### config.mk
export PLATFORM = sky130hd
export DESIGN_NAME = bus_initiator_flat
export DESIGN_NICKNAME = d
export VERILOG_FILES = /design/src/rtl/bus_initiator_pkg.sv /design/src/rtl/bus_initiator_if.sv /design/src/rtl/bus_initiator.sv /design/src/flat_wrapper.sv
export SDC_FILE = /design/constraint.sdc
export NUM_CORES = 1
export LEC_CHECK = 0
export CORE_ASPECT_RATIO = 1.2
export CORE_MARGIN = 4
export CORE_UTILIZATION = 40
export DETAILED_ROUTE_END_ITERATION = 16
export HOLD_SLACK_MARGIN = 0.05
export PLACE_DENSITY = 0.74
export SLEW_MARGIN = 5
export SYNTH_ARGS = -nofsm -noshare
export SYNTH_HDL_FRONTEND = slang
export SYNTH_SLANG_ARGS = --single-unit
### constraint.sdc
create_clock -name bus_clk -period 3.3 [get_ports bus_clk]
set_clock_uncertainty 0.05 [all_clocks]
set_input_delay 0.33 -clock bus_clk [delete_from_list [all_inputs] [get_ports bus_clk]]
set_output_delay 0.33 -clock bus_clk [all_outputs]
set_load 0.02 [all_outputs]
### src/rtl/bus_initiator_pkg.sv
// Shared widths and bus field positions for the local register bus.
// The bus_in / bus_out layouts must match what the slave register side decodes.
package bus_initiator_pkg;

  localparam int BUS_ADDR_WIDTH = 16;
  localparam int BUS_DATA_WIDTH = 32;

  // bus_in: initiator -> slaves
  localparam int BUS_FIELD_CLK      = 0;
  localparam int BUS_FIELD_RESET_L  = 1;
  localparam int BUS_FIELD_RE       = 2;
  localparam int BUS_FIELD_WE       = 3;
  localparam int BUS_ADDR_START     = 4;
  localparam int BUS_ADDR_END       = BUS_ADDR_START + BUS_ADDR_WIDTH - 1;
  localparam int BUS_WR_DATA_START  = BUS_ADDR_END + 1;
  localparam int BUS_WR_DATA_END    = BUS_WR_DATA_START + BUS_DATA_WIDTH - 1;
  localparam int BUS_IN_WIDTH       = BUS_WR_DATA_END + 1;

  // bus_out: OR of all slaves -> initiator
  localparam int BUS_FIELD_RD_ACK   = 0;
  localparam int BUS_FIELD_WR_ACK   = 1;
  localparam int BUS_FIELD_IRQ      = 2;
  localparam int BUS_RD_DATA_START  = 3;
  localparam int BUS_RD_DATA_END    = BUS_RD_DATA_START + BUS_DATA_WIDTH - 1;
  localparam int BUS_OUT_WIDTH      = BUS_RD_DATA_END + 1;

  // Registers are word-aligned; the two byte-lane bits never reach the bus.
  function automatic logic [BUS_ADDR_WIDTH-1:0] word_align(input logic [BUS_ADDR_WIDTH-1:0] a);
    return a & ~BUS_ADDR_WIDTH'(3);
  endfunction

endpackage

### src/rtl/bus_initiator_if.sv
// Host command/response handshake plus the packed register-bus vectors.
// master = the initiator's view, slave = the host/slave-tree environment's view.
interface bus_initiator_if;
  import bus_initiator_pkg::*;

  logic                      cmd_valid;
  logic                      cmd_ready;
  logic                      cmd_we;
  logic [BUS_ADDR_WIDTH-1:0] cmd_addr;
  logic [BUS_DATA_WIDTH-1:0] cmd_wdata;
  logic                      resp_valid;
  logic                      resp_ready;
  logic [BUS_DATA_WIDTH-1:0] resp_rdata;
  logic                      resp_err;
  logic                      irq;
  logic [BUS_IN_WIDTH-1:0]   bus_in;
  logic [BUS_OUT_WIDTH-1:0]  bus_out;

  modport master (
    input  cmd_valid, cmd_we, cmd_addr, cmd_wdata, resp_ready, bus_out,
    output cmd_ready, resp_valid, resp_rdata, resp_err, irq, bus_in
  );

  modport slave (
    output cmd_valid, cmd_we, cmd_addr, cmd_wdata, resp_ready, bus_out,
    input  cmd_ready, resp_valid, resp_rdata, resp_err, irq, bus_in
  );

endinterface

### src/rtl/bus_initiator.sv
// Root initiator of the local register bus: takes one host command at a time,
// issues a single-cycle re/we strobe, waits for the matching ack or a timeout,
// and hands the result back to the host.
module bus_initiator
  import bus_initiator_pkg::*;
#(
  parameter int                        TIMEOUT  = 255,
  parameter logic [BUS_DATA_WIDTH-1:0] ERR_DATA = 32'hDEADBEEF
) (
  input  logic            bus_clk,
  input  logic            bus_reset,
  bus_initiator_if.master bif
);

  typedef enum logic [1:0] {
    ST_IDLE   = 2'd0,
    ST_STROBE = 2'd1,
    ST_WAIT   = 2'd2,
    ST_RESP   = 2'd3
  } state_t;

  localparam int                 CNT_W    = $clog2(TIMEOUT + 1);
  localparam logic [CNT_W-1:0]   CNT_LAST = CNT_W'(TIMEOUT - 1);

  state_t                    r_state;
  state_t                    w_next;
  logic                      r_we;
  logic [BUS_ADDR_WIDTH-1:0] r_addr;
  logic [BUS_DATA_WIDTH-1:0] r_wdata;
  logic [BUS_DATA_WIDTH-1:0] r_rdata;
  logic                      r_err;
  logic [CNT_W-1:0]          r_cnt;
  logic                      r_irq;

  logic                      w_re;
  logic                      w_we;
  logic                      w_accept;
  logic                      w_load;
  logic                      w_cnt_clr;
  logic                      w_cnt_inc;
  logic                      w_err_next;
  logic [BUS_DATA_WIDTH-1:0] w_rdata_next;
  logic                      w_rd_ack;
  logic                      w_wr_ack;
  logic                      w_ack;
  logic [BUS_DATA_WIDTH-1:0] w_rd_data;
  logic [BUS_IN_WIDTH-1:0]   w_bus_in;

  assign w_rd_ack  = bif.bus_out[BUS_FIELD_RD_ACK];
  assign w_wr_ack  = bif.bus_out[BUS_FIELD_WR_ACK];
  assign w_rd_data = bif.bus_out[BUS_RD_DATA_END:BUS_RD_DATA_START];
  // Only the ack type that matches the in-flight operation counts.
  assign w_ack     = r_we ? w_wr_ack : w_rd_ack;

  // State register plus captured command, wait counter and response payload.
  always_ff @(posedge bus_clk) begin
    if (bus_reset) begin
      r_state <= ST_IDLE;
      r_we    <= 1'b0;
      r_addr  <= '0;
      r_wdata <= '0;
      r_rdata <= '0;
      r_err   <= 1'b0;
      r_cnt   <= '0;
    end else begin
      r_state <= w_next;
      if (w_accept) begin
        r_we    <= bif.cmd_we;
        r_addr  <= word_align(bif.cmd_addr);
        r_wdata <= bif.cmd_wdata;
      end
      if (w_cnt_clr) begin
        r_cnt <= '0;
      end else if (w_cnt_inc) begin
        r_cnt <= r_cnt + CNT_W'(1);
      end
      if (w_load) begin
        r_rdata <= w_rdata_next;
        r_err   <= w_err_next;
      end
    end
  end

  // Next-state and strobe decode; an ack in the final wait cycle beats the timeout.
  always_comb begin
    w_next       = r_state;
    w_re         = 1'b0;
    w_we         = 1'b0;
    w_accept     = 1'b0;
    w_load       = 1'b0;
    w_cnt_clr    = 1'b0;
    w_cnt_inc    = 1'b0;
    w_err_next   = 1'b0;
    w_rdata_next = '0;
    case (r_state)
      ST_IDLE: begin
        if (bif.cmd_valid) begin
          w_accept = 1'b1;
          w_next   = ST_STROBE;
        end
      end
      ST_STROBE: begin
        w_re = ~r_we;
        w_we = r_we;
        if (w_ack) begin
          w_load       = 1'b1;
          w_rdata_next = r_we ? '0 : w_rd_data;
          w_next       = ST_RESP;
        end else begin
          w_cnt_clr = 1'b1;
          w_next    = ST_WAIT;
        end
      end
      ST_WAIT: begin
        if (w_ack) begin
          w_load       = 1'b1;
          w_rdata_next = r_we ? '0 : w_rd_data;
          w_next       = ST_RESP;
        end else if (r_cnt == CNT_LAST) begin
          w_load       = 1'b1;
          w_err_next   = 1'b1;
          w_rdata_next = ERR_DATA;
          w_next       = ST_RESP;
        end else begin
          w_cnt_inc = 1'b1;
        end
      end
      ST_RESP: begin
        if (bif.resp_ready) begin
          w_next = ST_IDLE;
        end
      end
      default: w_next = ST_IDLE;
    endcase
  end

  // Registered IRQ copy, decoupled from the transaction FSM.
  always_ff @(posedge bus_clk) begin
    if (bus_reset) begin
      r_irq <= 1'b0;
    end else begin
      r_irq <= bif.bus_out[BUS_FIELD_IRQ];
    end
  end

  // Pack the slave-facing vector; reset_l follows bus_reset without a register.
  always_comb begin
    w_bus_in                                       = '0;
    w_bus_in[BUS_FIELD_CLK]                        = bus_clk;
    w_bus_in[BUS_FIELD_RESET_L]                    = ~bus_reset;
    w_bus_in[BUS_FIELD_RE]                         = w_re;
    w_bus_in[BUS_FIELD_WE]                         = w_we;
    w_bus_in[BUS_ADDR_END:BUS_ADDR_START]          = r_addr;
    w_bus_in[BUS_WR_DATA_END:BUS_WR_DATA_START]    = r_wdata;
  end

  assign bif.bus_in     = w_bus_in;
  assign bif.cmd_ready  = (r_state == ST_IDLE) && !bus_reset;
  assign bif.resp_valid = (r_state == ST_RESP);
  assign bif.resp_rdata = r_rdata;
  assign bif.resp_err   = r_err;
  assign bif.irq        = r_irq;

endmodule

### src/flat_wrapper.sv
// flat-port wrapper written by rule: the top's interface ports become plain ports
module bus_initiator_flat import bus_initiator_pkg::*;
#(
  parameter int                        TIMEOUT  = 255,
  parameter logic [BUS_DATA_WIDTH-1:0] ERR_DATA = 32'hDEADBEEF
)
  (bus_clk, bus_reset, bif_cmd_valid, bif_cmd_we, bif_cmd_addr, bif_cmd_wdata, bif_resp_ready, bif_bus_out, bif_cmd_ready, bif_resp_valid, bif_resp_rdata, bif_resp_err, bif_irq, bif_bus_in);
  bus_initiator_if bif_i ();
  input  logic bus_clk;
  input  logic bus_reset;
  input wire logic [$bits(bif_i.cmd_valid)-1:0] bif_cmd_valid;
  input wire logic [$bits(bif_i.cmd_we)-1:0] bif_cmd_we;
  input wire logic [$bits(bif_i.cmd_addr)-1:0] bif_cmd_addr;
  input wire logic [$bits(bif_i.cmd_wdata)-1:0] bif_cmd_wdata;
  input wire logic [$bits(bif_i.resp_ready)-1:0] bif_resp_ready;
  input wire logic [$bits(bif_i.bus_out)-1:0] bif_bus_out;
  output wire logic [$bits(bif_i.cmd_ready)-1:0] bif_cmd_ready;
  output wire logic [$bits(bif_i.resp_valid)-1:0] bif_resp_valid;
  output wire logic [$bits(bif_i.resp_rdata)-1:0] bif_resp_rdata;
  output wire logic [$bits(bif_i.resp_err)-1:0] bif_resp_err;
  output wire logic [$bits(bif_i.irq)-1:0] bif_irq;
  output wire logic [$bits(bif_i.bus_in)-1:0] bif_bus_in;
  assign bif_i.cmd_valid = bif_cmd_valid;
  assign bif_i.cmd_we = bif_cmd_we;
  assign bif_i.cmd_addr = bif_cmd_addr;
  assign bif_i.cmd_wdata = bif_cmd_wdata;
  assign bif_i.resp_ready = bif_resp_ready;
  assign bif_i.bus_out = bif_bus_out;
  assign bif_cmd_ready = bif_i.cmd_ready;
  assign bif_resp_valid = bif_i.resp_valid;
  assign bif_resp_rdata = bif_i.resp_rdata;
  assign bif_resp_err = bif_i.resp_err;
  assign bif_irq = bif_i.irq;
  assign bif_bus_in = bif_i.bus_in;
  bus_initiator #(.TIMEOUT(TIMEOUT), .ERR_DATA(ERR_DATA)) u_core (.bus_clk(bus_clk), .bus_reset(bus_reset), .bif(bif_i));
endmodule
==> results.toml, run 1 <==
[status]
outcome = "finished, final reports clean"

[cts]
cts_resized = 0
clk_latency_ns = 0.46
tritoncts = "yes"
cts_setup_buffers = 0
cts_hold_buf = 0
clkTransAtPathRegs_ns = 0.09

[final_layout]
num-fill-cells = 767
diodes = 0
nNetsFinal = 693
layout.cells.non_filler = 723
final_util_pct = 63.9
layout-drive-gt1-share_pct = 9.78
area_growth_pct = 53.8

[synthesis]
yosysUniqueCellTypes = 38
yosysTopAreaCell = "dfxtp_1"
synth_compound_area_share_pct = 19.0
ys_seq_elements = 91
syn_area_per_cell_um2 = 8.71
synthArstFlopShare_pct = 0
synthAdderAreaFrac_pct = 2.30
ys_seq_area_share_pct = 47.7
yosysTopAreaCellShare_pct = 47.7
synthMuxAreaShare_pct = 3.38
syn_inst = 438
synth_edf_count = 0
yosysWarnings = 0
synthSimpleGateAreaFrac_pct = 18.9
ys.flop_type = "dfxtp_1"
synth_top_family_by_area = "compound AO/OA/AOI/OAI gates"
syn-cell-area_um2 = 3820
synthXorXnorAreaFrac_pct = 0.918
ys_top_cells_by_area = "dfxtp_1, nand2_1, a221oi_2"

[critical_path]
endpoint_kind = "output port"
crit_path_start = "bus_clk"
crit_arrival_ns = 2.41
timing.rr.start = "u_core.r_state[0]"
worst_ep_required_time_ns = 2.92
start_kind = "clock port"
critical_path_class = "clk2out"
critPathMaxFanout = 2

[detailed_routing]
drt_iter0_markers = 119
routed-wl-met3_mm = 1.31
wl_met1_mm = 4.07
routedWlPerCell_um = 14.7
dr_total_vias = 3508
drt_pass1_iterations = 4
avgViaCountPerCell = 4.85
wl_met2_mm = 4.98
drt_wl_total_mm = 10.6
postRouteAntennaNets = 0
top_layer = "met4"
drc = 0

[grt]
grt_start_max_net_pins = 73
overflow = 0
grt_pass1_vias = 3547
grt_pass1_wl_mm = 17.1
antenna_found_initial = 0
track_usage_pct = 19.1

[placed_design]
io_buffers = 171
dp_cells = 704
gp_congestion = 0.772
hpwl_mm = 7.53

[timing]
rsz0062_at_grt = "no"
finalHoldViolCount = 0
slew_viol_final = 0
setup_violations = 0
whs_ns = 0.344
slew_headroom_pct = 42.3
setup-tns-final_ns = 0
worst_slew_pin_slew_ns = 0.866

[floorplanning]
start_util_pct = 41.6
ioPinCount = 176
core-area_um2 = 9180
die_area_um2 = 11200
num_rows = 38
die_height_um = 115
die_w_um = 97.2

[pwr]
leakagePower_nw = 2.08
power_density_nw_per_um2 = 673
ir_drop_mv = 0.509

[flow_run]
drv_cap = 0

[min_path]
hold_path.class = "in2reg"
min-delay-start = "bus_reset"
==> through the flow <==
step	instance area [um2]	setup slack, ns	total power, mW
3_3_place_gp	5570	0.762	2.90
3_5_place_dp	5570	0.762	2.94
5_1_grt	5870	0.480	4.19
6_report	5870	0.511	3.95
4_1_cts	5870	0.500	4.00
2_1_floorplan	3820	1.14	2.34
==> sequential cells by signal, summed over array words and instances (netlist names) <==
register               cells
u_core.bif.resp_rdata     32
u_core.bif.resp_err        1
u_core.r_we                1
u_core.r_addr             14
u_core.r_state             2
u_core.r_wdata            32
u_core.bif.irq             1
u_core.r_cnt               8
==> worst max-delay path, cell delays in order <==
cell             delay (ns)
clkbuf_8               0.11
clkbuf_8               0.12
clkdlybuf4s50_1        0.53
==> worst paths after layout <==
path	end	slack, ns	depth (start not counted)
worst min-delay path	u_core.bif.resp_err	0.34	4
worst min register to register	u_core.r_wdata[2]	0.41	2
worst max register to register	u_core.bif.resp_rdata[11]	1.07	7
worst max-delay path	bif_bus_in[0]	0.51	3
==> cell families after synthesis <==
group	Yosys count
other	1
and+or+nand+nor	170
AOI/OAI and AO/OA	88
buffers and inverters	65
muxes	12
DFF	91
adders and majority gates	7
xor gates and xnor gates	4
==> placed cells by master (no fill, tap or decap), types with 3 or more instances in the layout <==
cell,synthesis,routed
a21oi_1,50,50
a221oi_2,23,23
buf_4,7,7
bufinv_16,0,3
clkbuf_8,0,14
clkdlybuf4s50_1,0,170
dfxtp_1,91,91
ha_1,7,7
inv_1,32,32
mux2i_1,10,10
nand2_1,136,136
nand3_1,11,11
nand4_1,3,3
nor2_1,6,6
nor2b_1,3,3
xnor2_1,4,4
==> synth_stat cells, types with 4 or more instances <==
| library cell | instances |
|---|---|
| nand2_1 | 136 |
| xnor2_1 | 4 |
| a221oi_2 | 23 |
| inv_1 | 32 |
| ha_1 | 7 |
| nor2_1 | 6 |
| mux2i_1 | 10 |
| buf_4 | 7 |
| clkbuf_1 | 22 |
| nand3_1 | 11 |
| dfxtp_1 | 91 |
| a21oi_1 | 50 |
==> cell type report <==
| type | count | area [um2] | share of cell area (%) |
|---|---|---|---|
| Sequential cell | 91 | 1820 | 31.0 |
| Timing Repair Buffer | 177 | 1750 | 29.8 |
| Multi-Input combinational cell | 283 | 1720 | 29.3 |
| Clock buffer | 15 | 203 | 3.45 |
| Tap cell | 120 | 150 | 2.56 |
| Inverter | 32 | 120 | 2.05 |
| Clock inverter | 5 | 106 | 1.81 |
==> power breakdown <==
group / total, mW / internal (mW) / leakage [nW] / switching (mW)
combinational: 1.49 / 0.652 / 1.18 / 0.837
sequential: 1.37 / 1.27 / 0.741 / 0.100
clock: 1.09 / 0.646 / 0.152 / 0.444
total: 3.95 / 2.57 / 2.08 / 1.38
==> metal layers <==
metal  global-route usage, %  vias to the layer above
met3                    10.6                       13
met1                    19.8                     1573
met4                    9.93                        0
li1                        -                     1773
met2                    31.1                      149
met5                       0                        -
Note: power is estimated with default switching activity, not from simulation.
==> run 2: changes to the inputs <==
CORE_UTILIZATION = 37   (was 40)
PLACE_DENSITY = 0.72   (was 0.74)
clock period = 2.4 ns   (was 3.3 ns; I/O delays follow)
==> run 2 against run 1 <==
Sequential power is 38% higher. Final cell count is 1.4% higher. Global-route usage is 0.95 points lower. Sequential cell count stayed put. Largest power group unchanged. Worst setup slack worse by 0.38 ns. Total power is 47% higher. Core utilization is 4.2 points lower. First-iteration DRC count is 33% higher. Non-clock buffer count is 4 higher. Critical path type unchanged. Sequential share of layout area is 0.76 points lower. Combinational power is 40% higher.
==> results.toml, run 2 (synthesis gave the netlist of run 1 again) <==
[final_layout]
nNetsFinal = 697
layout.cells.non_filler = 733
area_growth_pct = 57.6
diodes = 0
final_cell_mix = "clkdlybuf4s50_1, nand2_1, dfxtp_1"
layout-drive-gt1-share_pct = 10.0
layout_commonest_cell = "clkdlybuf4s50_1"

[critical_path]
crit_path_start = "bus_clk"
crit_arrival_ns = 1.98
timing.rr.start = "u_core.r_cnt[1]"
worst_ep_required_time_ns = 2.11
critPathMaxFanout = 2
r2r_cells = 6
critical_path_class = "clk2out"
rr_endpoint = "u_core.bif.resp_rdata[30]"
crit_end = "bif_bus_in[0]"
ff2ff_setup_slack_ns = 0.39
start_kind = "clock port"
endpoint_kind = "output port"

[timing]
setup_violations = 0
setup-tns-final_ns = 0
rsz0062_at_grt = "no"
finalHoldViolCount = 0
slew_viol_final = 0

[placed_design]
gp_congestion = 0.801
io_buffers = 171
hpwl_mm = 7.85
dp_cells = 714

[pwr]
power.internal_mw = 3.85
comb_power_share_pct = 35.9
leakagePower_nw = 2.15
netSwitchingFraction_pct = 33.5
p_seq_share_pct = 32.6
p_switching_mw = 1.94
p_clk_share_pct = 31.5
ir_drop_mv = 0.861
finalPower_mw = 5.79
power_density_nw_per_um2 = 963

[cts]
cts_resized = 0
clkTransAtPathRegs_ns = 0.06
cts_setup_buffers = 0
cts_hold_buf = 0
clk_latency_ns = 0.45
tritoncts = "yes"

[floorplanning]
num_rows = 40
die_height_um = 119
ioPinCount = 176
start_util_pct = 37.9
die_area_um2 = 12000
die_w_um = 101
core-area_um2 = 10100

[min_path]
hold_path.class = "in2reg"

[grt]
grt_pass1_vias = 3612
grtUsageMet2_pct = 29.9
grt_busiest_layer = "met2"
grt_start_max_net_pins = 48
grtUsageMet3_pct = 8.44
overflow = 0
grt_pass1_wl_mm = 17.4
track_usage_pct = 18.1
grt_util_met1_pct = 20.1
antenna_found_initial = 0

[detailed_routing]
dr_total_vias = 3563
drc = 0
drt_wl_total_mm = 10.8
routedWlPerCell_um = 14.7
drt_pass1_iterations = 5
postRouteAntennaNets = 0
avgViaCountPerCell = 4.86
drt_iter0_markers = 158

[status]
outcome = "finished, final reports clean"

[flow_run]
drv_cap = 0
[run 2: cell types whose count changed in the layout (fill, tap and decap cells not counted)]
cell        change
buf_4           +3
bufinv_16       -1
clkbuf_1        +2
clkinv_2        +1
clkinv_4        +1
clkbuf_8       -13
buf_12          +1
clkbuf_16      +12
inv_6           -1
clkinvlp_4      -1
[run 2: power groups by stage]
stage / logic (mW) / clock network, mW / registers, mW
final: 2.08 / 1.83 / 1.89
after global routing: 2.25 / 1.95 / 1.92
after CTS: 2.10 / 1.87 / 1.89
after detailed placement: 2.09 / 0.0560 / 1.92
after global placement: 2.05 / 0.0560 / 1.90
after floorplan: 0.997 / 0.0487 / 2.17
[run 2: metal layers]
| metal | vias up | wire (um) |
|---|---|---|
| li1 | 1783 | - |
| met1 | 1625 | 4190 |
| met2 | 140 | 5250 |
| met3 | 15 | 1170 |
| met4 | 0 | 165 |
| met5 | - | 0 |
[run 2: worst max-delay path, stage by stage]
cell,delay (ns)
clkbuf_16,0.12
clkbuf_16,0.13
clkdlybuf4s50_1,0.53
[run 2: final cells by class]
type                       count  area [um2]
inverter                      32         120
sequential                    91        1820
clock inverter                 4        73.8
multi-input combinational    283        1720
clock buffer                  16         332
timing repair buffer         181        1790
fill                         885        4050
tap                          126         158
[run 2: worst min-delay path by stage]
stage,startpoint,to,slack [ns],cells after the start
6_report,bus_reset,u_core.bif.resp_err,0.27,4
5_1_grt,bif_cmd_addr[5],u_core.r_addr[5],0.27,3
4_1_cts,bus_reset,u_core.bif.resp_err,0.27,4
3_5_place_dp,u_core.r_wdata[11],u_core.r_wdata[11],0.40,2
3_3_place_gp,u_core.r_addr[5],u_core.r_addr[5],0.39,2
2_1_floorplan,bus_clk,bif_bus_in[0],0.30,1
[run 2: stage by stage]
| step | setup slack, ns | cell area, um2 | hold WS [ns] | utilization [%] |
|---|---|---|---|---|
| floorplan | 0.680 | 3820 | 0.303 | - |
| global placement | 0.319 | 5620 | 0.391 | 55.9 |
| detailed placement | 0.303 | 5620 | 0.396 | 55.9 |
| CTS | 0.129 | 6010 | 0.265 | 59.8 |
| global route | 0.0482 | 6010 | 0.273 | 59.8 |
| finish | 0.133 | 6010 | 0.272 | 59.8 |
